<file path="config.mk">
export PLATFORM = sky130hd
export DESIGN_NAME = dtc_feature_binarizer
export DESIGN_NICKNAME = d
export VERILOG_FILES = /design/src/rtl/dtc_feature_binarizer.sv
export SDC_FILE = /design/constraint.sdc
export NUM_CORES = 1
export LEC_CHECK = 0
export ABC_AREA = 1
export CORE_MARGIN = 10
export CORE_UTILIZATION = 58
export DETAILED_ROUTE_END_ITERATION = 6
export PLACE_DENSITY = 0.8
export REMOVE_ABC_BUFFERS = 1
export SLEW_MARGIN = 10
export SYNTH_ARGS = -nofsm -noshare
export SYNTH_HDL_FRONTEND = slang
export SYNTH_SLANG_ARGS = --single-unit
</file>
<file path="constraint.sdc">
create_clock -name clk -period 6.63 [get_ports clk]
set_clock_uncertainty 0.1 [all_clocks]
set_input_delay 1.6575 -clock clk [delete_from_list [all_inputs] [get_ports clk]]
set_output_delay 1.6575 -clock clk [all_outputs]
set_load 0.02 [all_outputs]
</file>
<file path="src/rtl/dtc_feature_binarizer.sv">
// Thresholds each raw sample of a frame against its per-feature threshold and
// packs the bits into one feature vector. Malformed frames are dropped and flagged.
module dtc_feature_binarizer #(
    parameter int N_FEAT = 11,
    parameter int W      = 8,
    parameter int CNT_W  = 16
) (
    input  logic              clk,
    input  logic              rst,
    input  logic              s_valid,
    output logic              s_ready,
    input  logic [W-1:0]      s_data,
    input  logic              s_last,
    input  logic              thr_we,
    input  logic [3:0]        thr_idx,
    input  logic [W-1:0]      thr_data,
    output logic              m_valid,
    input  logic              m_ready,
    output logic [N_FEAT-1:0] m_feat,
    output logic              err_short,
    output logic              err_long,
    output logic [CNT_W-1:0]  frame_cnt
);

    localparam int IDX_W = $clog2(N_FEAT);
    localparam logic [IDX_W-1:0] LAST_IDX = IDX_W'(N_FEAT - 1);
    localparam logic [W-1:0]     THR_RST  = W'(1) << (W - 1);

    typedef enum logic {
        FILL    = 1'b0,
        DISCARD = 1'b1
    } state_t;

    state_t             state_q;
    logic [IDX_W-1:0]   idx_q;
    logic [N_FEAT-1:0]  asm_q;
    logic [W-1:0]       thr_q [N_FEAT];
    logic               m_valid_q;
    logic [N_FEAT-1:0]  m_feat_q;
    logic               err_short_q;
    logic               err_long_q;
    logic [CNT_W-1:0]   frame_cnt_q;

    logic               beat;
    logic               cmp_bit;
    logic               at_last;
    logic               thr_wr_ok;
    logic [N_FEAT-1:0]  feat_d;

    // Valid/ready: a beat transfers on any edge where s_valid && s_ready, and the
    // output vector transfers on m_valid && m_ready. s_ready never looks at s_valid;
    // it only stalls a completing beat while a held vector cannot leave.
    assign at_last   = (state_q == FILL) && (idx_q == LAST_IDX);
    assign s_ready   = !(at_last && m_valid_q && !m_ready);
    assign beat      = s_valid && s_ready;
    assign thr_wr_ok = thr_we && (int'(thr_idx) < N_FEAT);

    always_comb begin
        cmp_bit = (s_data >= thr_q[idx_q]);
        feat_d  = asm_q;
        feat_d[idx_q] = cmp_bit;
    end

    always_ff @(posedge clk or posedge rst) begin
        if (rst) begin
            state_q     <= FILL;
            idx_q       <= '0;
            asm_q       <= '0;
            m_valid_q   <= 1'b0;
            m_feat_q    <= '0;
            err_short_q <= 1'b0;
            err_long_q  <= 1'b0;
            frame_cnt_q <= '0;
            for (int i = 0; i < N_FEAT; i++) begin
                thr_q[i] <= THR_RST;
            end
        end else begin
            // The compare above reads the pre-edge threshold, so a same-index
            // write in this cycle only affects later beats.
            if (thr_wr_ok) begin
                thr_q[thr_idx] <= thr_data;
            end
            err_short_q <= 1'b0;
            err_long_q  <= 1'b0;
            if (m_valid_q && m_ready) begin
                m_valid_q <= 1'b0;
            end
            if (beat) begin
                case (state_q)
                    FILL: begin
                        asm_q <= feat_d;
                        if (at_last) begin
                            idx_q <= '0;
                            if (s_last) begin
                                m_feat_q    <= feat_d;
                                m_valid_q   <= 1'b1;
                                frame_cnt_q <= frame_cnt_q + 1'b1;
                            end else begin
                                err_long_q <= 1'b1;
                                state_q    <= DISCARD;
                            end
                        end else if (s_last) begin
                            err_short_q <= 1'b1;
                            idx_q       <= '0;
                        end else begin
                            idx_q <= idx_q + 1'b1;
                        end
                    end
                    DISCARD: begin
                        if (s_last) begin
                            state_q <= FILL;
                            idx_q   <= '0;
                        end
                    end
                    default: begin
                        state_q <= FILL;
                        idx_q   <= '0;
                    end
                endcase
            end
        end
    end

    assign m_valid   = m_valid_q;
    assign m_feat    = m_feat_q;
    assign err_short = err_short_q;
    assign err_long  = err_long_q;
    assign frame_cnt = frame_cnt_q;

endmodule

</file>
# After elaboration in Yosys (flattened, before gate mapping)
# Index checks and enable logic that the tools add are counted.
# op_classes
n_mux	27
n_eq_ne	2
reduce_logical	13
add_sub_neg	2
magnitude_cmp	7
n_bitwise	3
# ops
operator	n
bitwise mux 88 bit	1
binary-select mux 8 bit (select 4 bit)	1
demux 8 bit (select 4 bit)	1
two-way mux 8 bit	3
adder 16 x 1 -> 16 bit, second input constant	1
two-way mux 1 bit	14
two-way mux 4 bit	3
bitwise mux 11 bit	1
greater-or-equal comparator 5 bit, second input constant	2
NOT 4 -> 5 bit	2
greater-or-equal comparator 8 bit	1
logical AND 1 bit	8
one-hot mux 4 bit (2 select lines)	1
less-than comparator 4 x 5 -> 1 bit, second input constant	1
less-than comparator 5 x 1 -> 1 bit, second input constant	1
adder 4 x 1 -> 4 bit, second input constant	1
demux 1 bit (select 4 bit)	1
== test 4 bit, second input constant	1
greater-or-equal comparator 4 x 1 -> 1 bit, second input constant	1
less-than comparator 4 bit, second input constant	1
AND reduction 2 bit	2
AND reduction 4 bit	1
zero test 1 bit	2
!= test 2 bit, second input constant	1
2 further kinds	2
# word_totals
regBits	134
inputBits	26
output_inout_bits	31

# Depth between registers and ports, before layout
# Gate-level depths: netlist of run 1.
# depth
word_depth	7
depth_mapped	18

# Worst setup path before layout of run 1
# No wires, ideal clock.
# synth_path
path_type	input to output
from	input m_ready
to	output s_ready
n_path_buf	0
arrival_time_ps	1929
path_slack_ps	2944
required_ps	4872
cell_stages	2
cell_sequence	nor2_1 nand2_2
# synth_via
elab_chain_len	3
# synth_lines
element	line	rtl
start: declaration	18	input logic m_ready,
zero test 1 bit	54	assign s_ready = !(at_last && m_valid_q && !m_ready);
logical AND 1 bit	54	
zero test 1 bit	54	
end: declaration	11	output logic s_ready,
# Every way passes these cells.

# Worst setup path in the final report of run 1
# Same ends and word-level chain as after synthesis.

==> results.yml, run 1 <==
clock_network:
  cts_resized: 0
  cts_buffer_depth: 2
  cts_hold_buffers: 0
  clk_pin_slew_ns: 0.06
  tritoncts: "yes"
  cts_buffers: 17
  htree_levels: 4
  clkLatencyLatePin_ns: 0.43
  cts_sinks: 134
  postCtsSetupBuffers: 0
  root_buffer: "clkbuf_16"
final_layout:
  diodes: 0
  final_nets: 912
  drive_gt1_share_pct: 7.56
  final_cell_mix: "nand2_1, o21ai_0, dfrtp_1, nand3_1, nor2_1"
  syn_to_final_growth_pct: 17.5
  final_common_cell: "nand2_1"
  instances_no_fill: 1026
placed_design:
  routabilityCongestion: 0.847
  port_buffers: 56
  dp.cells: 994
  hpwl_mm: 10.6
critical_path:
  critPathSlowestCell: "clkdlybuf4s50_1"
  arrival_ns: 2.88
  crit_fanout: 3
  path_class: "primary input to output port"
  endpoint_kind: "output port"
  critPathMostFrequentCell: "clkdlybuf4s50_1"
  max_stage_delay_ns: 0.61
  worstPathCellList: "clkdlybuf4s50_1 -> nor2_1 -> nand2_2 -> clkdlybuf4s50_1"
  path_delay_family: "buffers and inverters"
  critPathBufInv: 2
  cp.required_ns: 4.87
  crit_path_start_kind: "primary input"
sta:
  worst_slew_pin_slew_ns: 0.779
  period_needed_ns: 4.64
  whs_ns: 0.373
  relSlewSlack_pct: 47.9
  setup_viol: 0
  finalSetupTns_ns: 0
  slew_viol_final: 0
  finalHoldViolCount: 0
  fmax_ghz: 0.216
  fin_crit_sh_pct: 70.0
  rsz0062_at_grt: "no"
synth:
  synth_area_per_cell_sq_um: 7.92
  yosysSeqAreaShare_pct: 50.8
  async_reset_ff_share_pct: 100
  ys.flop_type: "dfrtp_1"
  ys_seq_elements: 134
  yosysTopAreaCellShare_pct: 46.4
  synth.cell_area_sq_um: 6630
  synth_cell_types: 29
  yosysTopAreaCell: "dfrtp_1"
  synth_edf_count: 0
  syn_inst: 837
  synth_area_leaders: "dfrtp_1, nand2_1, o21ai_0, nand3_1, dfstp_2"
  yosysWarnings: 0
pwr:
  peakVddDrop_mv: 0.192
  p_per_area_nw_per_um2: 301
  p_leak_uw: 0.00379
  p_total_uw: 2340
grt:
  grt.total_usage_pct: 21.0
  grt_max_degree: 52
  grt_pass1_wl_mm: 27.9
  antenna_found_initial: 0
  grt_pass1_vias: 5780
  overflow: 0
die:
  core_area_sq_um: 11000
  start_util_pct: 60.1
  dieArea_sq_um: 16100
  io_pins: 57
  dieWidth_um: 127
  die_h_um: 127
  rows: 38
route:
  drtIter0Drc: 625
  firstDrtPassIters: 5
  drc: 0
  vias: 5903
  routed_wl_mm: 16.5
  wire_per_inst_um: 16.1
  drtAntennaViolNets: 0
  viasPerCell: 5.75
worst_hold_path:
  hp-class: "flop to flop"
job:
  cap_viol_max_count: 0
run_status:
  status: "finished clean"
==> area by class of cell <==
type / instances / area [sq um]
flip-flops and latches: 134 / 3370
fillers: 859 / 3240
multi-input cells: 600 / 2860
repair buffers: 61 / 598
clock buffers: 30 / 554
inverters: 59 / 224
well taps: 140 / 175
clock inverters: 2 / 12.5
==> synthesized netlist by cell type (3+ instances only) <==
master    number
o21ai_0      132
dfstp_2       11
buf_2          3
nor3_1         6
buf_4          3
clkbuf_1      37
nor2_1        71
inv_1         57
a21oi_1       11
dfrtp_1      123
nand2_1      230
nand3_1       82
or2_2         12
nand4_1        8
o22ai_1        9
xor2_1         5
ha_1          13
o21ai_1       10
==> state kept, by name (all words and copies together), names as in the netlist <==
name / cells
asm_q: 11
err_long: 1
err_short: 1
frame_cnt: 16
idx_q: 4
m_feat: 11
m_valid: 1
state_q: 1
thr_q: 88
==> worst paths after layout <==
kind,slack [ns],from,cells past startpoint,end
max,1.99,m_ready,4,s_ready
min,0.37,asm_q[2],2,asm_q[2]
max reg2reg,3.30,idx_q[1],15,asm_q[8]
min reg2reg,0.37,asm_q[2],2,asm_q[2]
max in group asynchronous,3.86,rst,3,m_feat[4]
min in group asynchronous,1.58,rst,2,thr_q[41]
==> where the power goes <==
part / internal (uW) / switching (uW) / total [uW] / leakage (uW)
clock network: 557 / 332 / 889 / 0.000277
logic: 157 / 254 / 411 / 0.00182
registers: 964 / 77.7 / 1040 / 0.00169
==> tightest hold or removal path: stages, from the launching register on <==
cell and delay [ns]:
dfrtp_1 0.33, nand2_1 0.05, nand2_1 0.06
==> cells by family (layout without fill, tap and decap cells) <==
group | Yosys count | after routing | share of synthesized area [%]
AND/OR/NAND/NOR | 417 | 417 | 27.1
AO/OA/AOI/OAI | 164 | 164 | 12.8
flip-flops | 134 | 134 | 50.8
buffers and inverters | 103 | 152 | 6.08
adder cells (fa/ha/maj) | 13 | 13 | 2.45
XOR/XNOR | 6 | 6 | 0.793
==> metal layers <==
layer / track usage, % / up-vias / part of all wire [%]
met5: 0 / - / 0
met4: 9.85 / 0 / 2.3
met3: 5.08 / 30 / 7.6
met2: 33.4 / 243 / 46
met1: 26.6 / 2815 / 44
li1: - / 2815 / -
==> metrics by stage <==
step           worst slack (ns)  util [%]  area, sq um
6_report                   1.99      70.6         7790
5_1_grt                    1.90      70.6         7790
4_1_cts                    1.98      70.6         7790
3_5_place_dp               2.00      65.5         7220
3_3_place_gp               2.00      65.5         7220
2_1_floorplan              1.31         -         6450
No activity file was read; power rests on OpenSTA's default activity.
==> run 2: changes to the inputs <==
Clock period 6.63 ns to 4.35 ns, I/O delays scaled along.
==> results.yml, run 2 (same netlist as run 1, synthesis figures left out) <==
route:
  wl_met2_mm: 8.42
  wire_per_inst_um: 17.2
  viasPerCell: 5.90
  routed_wl_mm: 17.6
  drc: 0
  vias: 6053
  wl_met3_mm: 1.40
  drtAntennaViolNets: 0
  firstDrtPassIters: 7
  top_layer_used: "met4"
  drtIter0Drc: 802
  met1Wirelength_mm: 7.38
clock_network:
  cts_buffer_depth: 2
  root_buffer: "clkbuf_16"
  postCtsSetupBuffers: 0
  clk_pin_slew_ns: 0.06
  tritoncts: "yes"
  cts_resized: 0
  clkLatencyLatePin_ns: 0.42
  cts_buffers: 17
  htree_levels: 4
  cts_hold_buffers: 0
  cts_sinks: 134
sta:
  fmax_ghz: 0.277
  setup_viol: 0
  period_needed_ns: 3.61
  rsz0062_at_grt: "no"
  whs_ns: 0.376
  finalHoldViolCount: 0
  worst_slew_pin_slew_ns: 0.798
  fin_crit_sh_pct: 82.9
  slew_viol_final: 0
  finalSetupTns_ns: 0
  relSlewSlack_pct: 46.7
die:
  dieArea_sq_um: 16100
  io_pins: 57
  die_h_um: 127
  core_area_sq_um: 11000
  start_util_pct: 60.1
  rows: 38
  dieWidth_um: 127
final_layout:
  largest_reg_flops: 88
  diodes: 0
  drive_gt1_share_pct: 8.01
  design_area_sq_um: 7830
  final_util_pct: 71.0
  final_common_cell: "nand2_1"
  regMostFlops: "thr_q"
  final_cell_mix: "nand2_1, o21ai_0, dfrtp_1, nand3_1, nor2_1"
  syn_to_final_growth_pct: 18.1
  final_nets: 912
pwr:
  p_int_uw: 2620
  p_sw_uw: 1040
  p_sw_share_pct: 28.5
  p_leak_uw: 0.00382
  power_frac_seq_pct: 43.2
  clkPwrFrac_pct: 39.1
  peakVddDrop_mv: 0.259
  pwr-share-comb_pct: 17.7
  p_per_area_nw_per_um2: 468
job:
  cap_viol_max_count: 0
critical_path:
  reg2reg_depth: 14
  arrival_ns: 2.42
  cp.required_ns: 3.16
  crit_fanout: 42
  path_class: "flop to output port"
  r2r_end: "m_feat[8]"
  endpoint_kind: "output port"
  reg2reg_slack_ns: 1.21
  r2r-start: "idx_q[1]"
  crit_path_start_kind: "flop"
placed_design:
  placed_cell_area_sq_um: 7230
  hpwl_mm: 10.9
  routabilityCongestion: 0.828
  port_buffers: 56
worst_hold_path:
  whs_endpoint: "asm_q[5]"
  hp-class: "flop to flop"
  min-delay-start: "asm_q[5]"
  holdPathStages: 2
grt:
  grt.total_usage_pct: 21.6
  antenna_found_initial: 0
  grt_max_degree: 59
  grt_pass1_vias: 5870
  overflow: 0
  grt_pass1_wl_mm: 28.5
run_status:
  status: "finished clean"
==> run 2: critical path, stage by stage, from the launching register on <==
cell             delay [ns]
dfrtp_1                0.35
buf_4                  0.44
ha_1                   0.32
nand2_4                0.11
nor2_8                 0.13
nand2_2                0.09
clkdlybuf4s50_1        0.56
==> run 2: how the worst max path moves through the flow <==
stage	start	end	slack (ns)	depth (start not counted)
2_1_floorplan	rst	asm_q[0]	-0.40	1
3_3_place_gp	m_ready	s_ready	0.87	4
3_5_place_dp	m_ready	s_ready	0.84	4
4_1_cts	idx_q[1]	s_ready	0.76	6
5_1_grt	idx_q[1]	s_ready	0.67	6
6_report	idx_q[1]	s_ready	0.74	6
==> run 2: stage by stage <==
stage	std cells	total power [uW]	setup WS, ns
after floorplan	793	2020	-0.402
after global routing	1026	3850	0.675
after detailed placement	994	2230	0.840
after CTS	1026	3660	0.759
after global placement	994	2180	0.868
final	1026	3670	0.742
==> run 2: area by class of cell <==
class | instances | area [sq um]
tap | 140 | 175
timing repair buffer | 61 | 611
inverter | 59 | 224
sequential | 134 | 3370
clock buffer | 23 | 498
multi-input combinational | 600 | 2860
fill | 850 | 3200
clock inverter | 9 | 97.6
==> run 2: routing by layer <==
layer	up-vias	GRT usage (%)
li1	2806	-
met1	2905	28.2
met2	291	33.5
met3	51	5.00
met4	0	9.85
met5	-	0
==> run 2: power by group through the flow <==
stage                     clock network, uW  registers [uW]  logic [uW]
after floorplan                           0            1590         433
after global placement                    0            1580         598
after detailed placement                  0            1590         634
after CTS                              1440            1580         645
after global routing                   1500            1600         741
final                                  1430            1580         649
